## src/rtl/epp_bram_bridge.sv

```systemverilog
// EPP slave bridging Digilent parallel-port address/data cycles onto the 8-bit BRAM bus.
// Also issues the dataStb command pulse to the controller and reports its busy/error status.
module epp_bram_bridge #(
  parameter int ADDR_W      = 12,
  parameter int SYNC_STAGES = 2
) (
  input  logic              clk,
  input  logic              rstN,
  input  logic              eppAstb,
  input  logic              eppDstb,
  input  logic              eppWr,
  input  logic [7:0]        eppDataIn,
  output logic [7:0]        eppDataOut,
  output logic              eppDataOe,
  output logic              eppWait,
  output logic [ADDR_W-1:0] busBramAddr,
  output logic [7:0]        busBramOut,
  input  logic [7:0]        busBramIn,
  output logic              bramWe,
  output logic              dataStb,
  input  logic              stmBusy,
  output logic [2:0]        dbgState
);

  localparam int HI_W = ADDR_W - 8;

  typedef enum logic [2:0] {
    IDLE = 3'd0,
    AWR  = 3'd1,
    ARD  = 3'd2,
    DWR  = 3'd3,
    DRD1 = 3'd4,
    DRD2 = 3'd5,
    ACK  = 3'd6
  } state_t;

  state_t                 state;
  logic [SYNC_STAGES-1:0] astbSync;
  logic [SYNC_STAGES-1:0] dstbSync;
  logic [SYNC_STAGES-1:0] wrSync;
  logic                   astbS;
  logic                   dstbS;
  logic                   wrS;
  logic [7:0]             eppReg;
  logic                   errFlag;
  logic                   addrCycle;
  logic                   incPending;
  logic                   blockData;
  logic [7:0]             regRdData;

  assign astbS    = astbSync[SYNC_STAGES-1];
  assign dstbS    = dstbSync[SYNC_STAGES-1];
  assign wrS      = wrSync[SYNC_STAGES-1];
  assign dbgState = state;

  // Strobes idle high, so the synchronizers reset to 1 and never fake a cycle out of reset.
  always_ff @(posedge clk or negedge rstN) begin
    if (!rstN) begin
      astbSync <= '1;
      dstbSync <= '1;
      wrSync   <= '0;
    end else begin
      astbSync <= {astbSync[SYNC_STAGES-2:0], eppAstb};
      dstbSync <= {dstbSync[SYNC_STAGES-2:0], eppDstb};
      wrSync   <= {wrSync[SYNC_STAGES-2:0], eppWr};
    end
  end

  always_comb begin
    regRdData = 8'h00;
    case (eppReg)
      8'h00:   regRdData = busBramAddr[7:0];
      8'h01:   regRdData = 8'(busBramAddr[ADDR_W-1:8]);
      8'h03:   regRdData = {6'b0, errFlag, stmBusy};
      default: regRdData = 8'h00;
    endcase
  end

  // Handshake: eppWait rises once the access has taken effect (write done or read data on
  // eppDataOut) and stays high until the host releases the strobe that opened the cycle.
  always_ff @(posedge clk or negedge rstN) begin
    if (!rstN) begin
      state       <= IDLE;
      eppDataOut  <= 8'h00;
      eppDataOe   <= 1'b0;
      eppWait     <= 1'b0;
      busBramAddr <= '0;
      busBramOut  <= 8'h00;
      bramWe      <= 1'b0;
      dataStb     <= 1'b0;
      eppReg      <= 8'h00;
      errFlag     <= 1'b0;
      addrCycle   <= 1'b0;
      incPending  <= 1'b0;
      blockData   <= 1'b0;
    end else begin
      bramWe  <= 1'b0;
      dataStb <= 1'b0;

      // A data strobe that arrived together with an address strobe is held off until both release.
      if (astbS && dstbS)
        blockData <= 1'b0;
      else if (state == IDLE && !astbS && !dstbS)
        blockData <= 1'b1;

      case (state)
        IDLE: begin
          if (!astbS) begin
            addrCycle <= 1'b1;
            if (wrS) begin
              state     <= ARD;
              eppDataOe <= 1'b1;
            end else begin
              state <= AWR;
            end
          end else if (!dstbS && !blockData) begin
            addrCycle <= 1'b0;
            if (wrS) begin
              state     <= DRD1;
              eppDataOe <= 1'b1;
            end else begin
              state <= DWR;
            end
          end
        end
        AWR: begin
          eppReg     <= eppDataIn;
          eppWait    <= 1'b1;
          incPending <= 1'b0;
          state      <= ACK;
        end
        ARD: begin
          eppDataOut <= eppReg;
          eppWait    <= 1'b1;
          incPending <= 1'b0;
          state      <= ACK;
        end
        DWR: begin
          case (eppReg)
            8'h00: busBramAddr <= {busBramAddr[ADDR_W-1:8], eppDataIn};
            8'h01: busBramAddr <= {eppDataIn[HI_W-1:0], busBramAddr[7:0]};
            8'h02: begin
              busBramOut <= eppDataIn;
              bramWe     <= 1'b1;
            end
            8'h03: begin
              dataStb <= eppDataIn[0] & ~stmBusy;
              errFlag <= (errFlag & ~eppDataIn[1]) | (eppDataIn[0] & stmBusy);
            end
            default: ;
          endcase
          incPending <= (eppReg == 8'h02);
          eppWait    <= 1'b1;
          state      <= ACK;
        end
        DRD1: begin
          // BRAM data needs one more cycle; other registers answer immediately.
          if (eppReg == 8'h02) begin
            state <= DRD2;
          end else begin
            eppDataOut <= regRdData;
            eppWait    <= 1'b1;
            incPending <= 1'b0;
            state      <= ACK;
          end
        end
        DRD2: begin
          eppDataOut <= busBramIn;
          eppWait    <= 1'b1;
          incPending <= 1'b1;
          state      <= ACK;
        end
        ACK: begin
          if (addrCycle ? astbS : dstbS) begin
            eppWait   <= 1'b0;
            eppDataOe <= 1'b0;
            state     <= IDLE;
            if (incPending)
              busBramAddr <= busBramAddr + ADDR_W'(1);
          end
        end
        default: state <= IDLE;
      endcase
    end
  end

endmodule

```

## config.mk

```make
export PLATFORM = sky130hd
export DESIGN_NAME = epp_bram_bridge
export DESIGN_NICKNAME = d
export VERILOG_FILES = /design/src/rtl/epp_bram_bridge.sv
export SDC_FILE = /design/constraint.sdc
export NUM_CORES = 1
export LEC_CHECK = 0
export CAP_MARGIN = 30
export CORE_ASPECT_RATIO = 1.2
export CORE_MARGIN = 4
export CORE_UTILIZATION = 50
export CTS_CLUSTER_SIZE = 8
export DETAILED_ROUTE_END_ITERATION = 16
export PLACE_DENSITY = 0.82
export SETUP_SLACK_MARGIN = 0.02
export SLEW_MARGIN = 20
export SYNTH_ARGS = -nofsm -noshare
export SYNTH_HDL_FRONTEND = slang
export SYNTH_SLANG_ARGS = --single-unit
```

## constraint.sdc

```tcl
create_clock -name clk -period 4.9 [get_ports clk]
set_input_delay 0.49 -clock clk [delete_from_list [all_inputs] [get_ports clk]]
set_output_delay 0.49 -clock clk [all_outputs]
set_load 0.02 [all_outputs]
```

==> results by stage <==
Outcome:
- The run finished with clean final reports.

Timing:
- The worst hold-check slack is 276 ps.
- The tightest slew margin relative to the limit is 0.396.
- The minimum clock period after layout is around 2500 ps.
- At the pin with the least slew margin, the transition time is 906 ps.
- The total negative setup slack is 0 ps.
- Setup slack closes at 2380 ps.
- For the final database, setup skew stands at about 8.8 ps.
- The max-slew violation count is 0.
- The maximum clock frequency is roughly 400 MHz.
- The post-route fraction of the period consumed by the critical path is 0.515.
- The number of hold violations in the final report was 0.
- Setup repair after global routing left no endpoint under its margin.
- Setup violations remaining at the end of the flow were counted as 0.

Route:
- In the final routed layout, each cell accounts on average for 18.1 um.
- The number of vias per cell is around 6.3.
- Summed over all layers, the routed wires come to between 7000 and 8000 um.
- The count of vias placed by the detailed router is approximately 2,400.
- The initial detailed-routing violation count is about 270.
- The first TritonRoute pass finished after 4 iterations.
- The post-detailed-route DRC marker count is 0.
- The detail route stage leaves a number of antenna-violating nets equal to 0.

Critical path:
- The delay contributed by the slowest stage of the critical path is 950 ps.
- Setup slack on the worst reg-to-reg path comes out at 2480 ps.
- The worst reg2reg path startpoint is eppReg[3].
- The reg-to-reg critical path endpoint is eppDataOut[6].
- STA classifies the critical path endpoint as an output port.
- The cell with the largest stage delay on the worst path is sky130_fd_sc_hd__dfrtp_1.
- The depth of the worst register-to-register path is 4.
- The required time of the critical path is 4410 ps.
- The cell class contributing the biggest share of worst-path delay is flip-flops.
- The number of buffers and inverters on the critical path is 1.
- Traced cell by cell, the critical path runs through clkdlybuf4s50_1.
- The worst setup path is of the flop to output port kind.
- Of all nets on the critical path, the largest fanout is 32.
- At the worst endpoint, the arrival time is about 2000 ps.
- The critical path startpoint category is a flop.

Pwr:
- The maximum VDD drop is roughly 0.25 mV.
- The leakage power figure is 0.00140 uW.
- The power per standard cell area is 566 nW/um2.

Placement:
- The estimated wirelength of the detail-placed design is 5050 um.
- The worst setup timing slack at the placement stage is about 2500 ps.
- The quantity of I/O buffers inserted on ports is 56.
- After detailed placement, the design holds a cell count of about 380.
- The routability congestion estimate is 0.895.

Global route:
- The wire length of the first global-routing pass is 11,800 um.
- The total overflow left after global routing is 0.
- The largest net degree at the start of global routing is between 50 and 60.
- Across every metal layer, demand over resource in global routing totals 0.209.
- The number of global-route vias before repair is 2,419.
- The initial antenna violation count came to 0.

Synthesis:
- The number of warnings reported in the yosys synthesis log is 0.
- The average cell area after synthesis is 10.2 um2.
- The share of Yosys cell area claimed by the top area cell type is 0.435.
- Ranked by instance count, the synthesized netlist is headed by sky130_fd_sc_hd__dfrtp_1, sky130_fd_sc_hd__nor2_1, sky130_fd_sc_hd__mux2_2.
- The simple-gate area share of the yosys netlist is 0.197.
- The area fraction in compound gates after synthesis is 0.193.
- In this run, synthesis produced a sequential element count of 53.
- The share of the synthesized netlist area taken by xor and xnor gates is 0.
- Synthesis instantiated slightly above 50 different standard cells from the library.
- The most repeated cell in the gate-level netlist after synthesis is sky130_fd_sc_hd__dfrtp_1.
- By area, the combinational part of the netlist is dominated by simple AND/OR/NAND/NOR gates.
- Of the total synthesized cell area, the portion taken by full adders, half adders and majority gates is 0.00888.
- Among all flip-flop cells after synthesis, the most frequent one is sky130_fd_sc_hd__dfrtp_1.
- After synthesis the cells add up to 2820 um2.
- Counting every instance in the synthesized netlist gives 276.
- After synthesis, the share of cell area in mux cells is 0.0906.
- In the post-synthesis netlist, the biggest area contributors are sky130_fd_sc_hd__dfrtp_1, sky130_fd_sc_hd__mux2_2, sky130_fd_sc_hd__dfstp_2.
- For this run, the register share of the synthesized area comes to 0.472.
- The proportion of register bits with asynchronous set or reset after synthesis is 1.00.
- The number of synthesized flops with an enable pin is 0.
- The largest total area in the synthesized netlist belongs to sky130_fd_sc_hd__dfrtp_1.
- The net count after synthesis is 300.

Clock network:
- The CTS tree is done.
- The insertion delay of the later-clocked pin in the worst-skew pair is around 310 ps.
- The total of cells resized after clock tree synthesis is 0.
- Clock tree synthesis inserted a total of 5 buffers.
- The level count of the clock H-tree is 2.
- The register clock-pin slew on the reported worst setup and hold paths is 110 ps.
- In this run the clock root is driven by a sky130_fd_sc_hd__clkbuf_8.
- The longest clock path from root to sink contains 2 buffers.
- The number of hold-repair buffers added at the cts stage is 0.
- The buffers inserted during post-CTS setup optimization is 0.
- The TritonCTS sink count is 53.

Flow run:
- The total of max-cap violations is 0.

Floorplanning:
- After floorplanning, the core was divided into 29 placement rows.
- The region available for standard cell placement spans about 5400 um2.
- The number of primary I/O pins is 57.
- The die area is 6910 um2.
- The width of the die is 76.5 um.
- The die height is about 90 um.
- The starting density of the core is 0.525.

Cells and area:
- After the last flow step, the layout net total stands at 347.
- Relative to the synthesized area, the layout overhead comes to 23.8%.
- For this run, the number of standard cells in the final layout without fillers is 386.
- The number of antenna diodes is 0.
- In the final layout, the share of cells above drive strength 1 is 0.130.

Min path:
- The path class of the tightest hold or removal check is input port to async pin.
[placed cells by master, fill, tap and decap left out, types with 8 or more instances in the layout]
cell	n
sky130_fd_sc_hd__a21oi_1	17
sky130_fd_sc_hd__clkdlybuf4s50_1	55
sky130_fd_sc_hd__dfrtp_1	49
sky130_fd_sc_hd__inv_1	8
sky130_fd_sc_hd__mux2_2	18
sky130_fd_sc_hd__nand2_1	13
sky130_fd_sc_hd__nand3_1	14
sky130_fd_sc_hd__nor2_1	19
sky130_fd_sc_hd__nor3_1	9
sky130_fd_sc_hd__o21ai_0	9
sky130_fd_sc_hd__o2bb2ai_1	8
sky130_fd_sc_hd__o31ai_1	9
[power breakdown]
group          internal (uW)  leakage (uW)  switching, uW  total [uW]
Clock                    106     0.0000495            156         263
Sequential               572      0.000653            222         794
Combinational            426      0.000695            492         919
Total                   1100       0.00140            870        1980
[worst max-delay path by stage]
stage                    endpoint  cells after the start        start  slack (ps)
CTS                   dbgState[0]                      1  dbgState[0]        2380
floorplan           eppDataOut[4]                      6    eppReg[3]        2760
detailed placement  eppDataOut[6]                      4    eppReg[3]        2490
finish                dbgState[0]                      1  dbgState[0]        2380
global route          dbgState[0]                      1  dbgState[0]        2260
global placement    eppDataOut[6]                      4    eppReg[0]        2580
[sequential cells by signal, summed over array words and instances (netlist names)]
name	flops
bramWe	1
errFlag	1
wrSync	2
eppWait	1
busBramAddr	12
busBramOut	8
eppDataOe	1
blockData	1
dbgState	3
addrCycle	1
eppReg	8
dstbSync	2
dataStb	1
eppDataOut	8
incPending	1
astbSync	2
[cell type report]
| class | instances | area [um2] |
|---|---|---|
| Clock buffer | 5 | 68.8 |
| Clock inverter | 3 | 26.3 |
| Fill cell | 434 | 1880 |
| Inverter | 8 | 30.0 |
| Multi-Input combinational cell | 197 | 1390 |
| Sequential cell | 53 | 1330 |
| Tap cell | 62 | 77.6 |
| Timing Repair Buffer | 58 | 571 |
[kinds of logic after synthesis]
logic type / after synthesis
and+or+nand+nor: 96
adders and majority gates: 2
AOI/OAI and AO/OA: 76
buffers and inverters: 26
DFF: 53
muxes: 23
[stage by stage]
step                power, uW  instance area, um2  utilization
floorplan                1380                2820            -
global placement         1690                3390        0.632
detailed placement       1720                3390        0.632
CTS                      1980                3490        0.650
global route             2110                3490        0.650
finish                   1980                3490        0.650
[routing by layer]
| layer | GRT usage | part of all wire | up-vias |
|---|---|---|---|
| li1 | - | - | 1139 |
| met1 | 0.279 | 0.42 | 1168 |
| met2 | 0.341 | 0.47 | 110 |
| met3 | 0.0390 | 0.078 | 18 |
| met4 | 0.0695 | 0.024 | 0 |
| met5 | 0 | 0 | - |
Power figures use the tool's default switching activity.
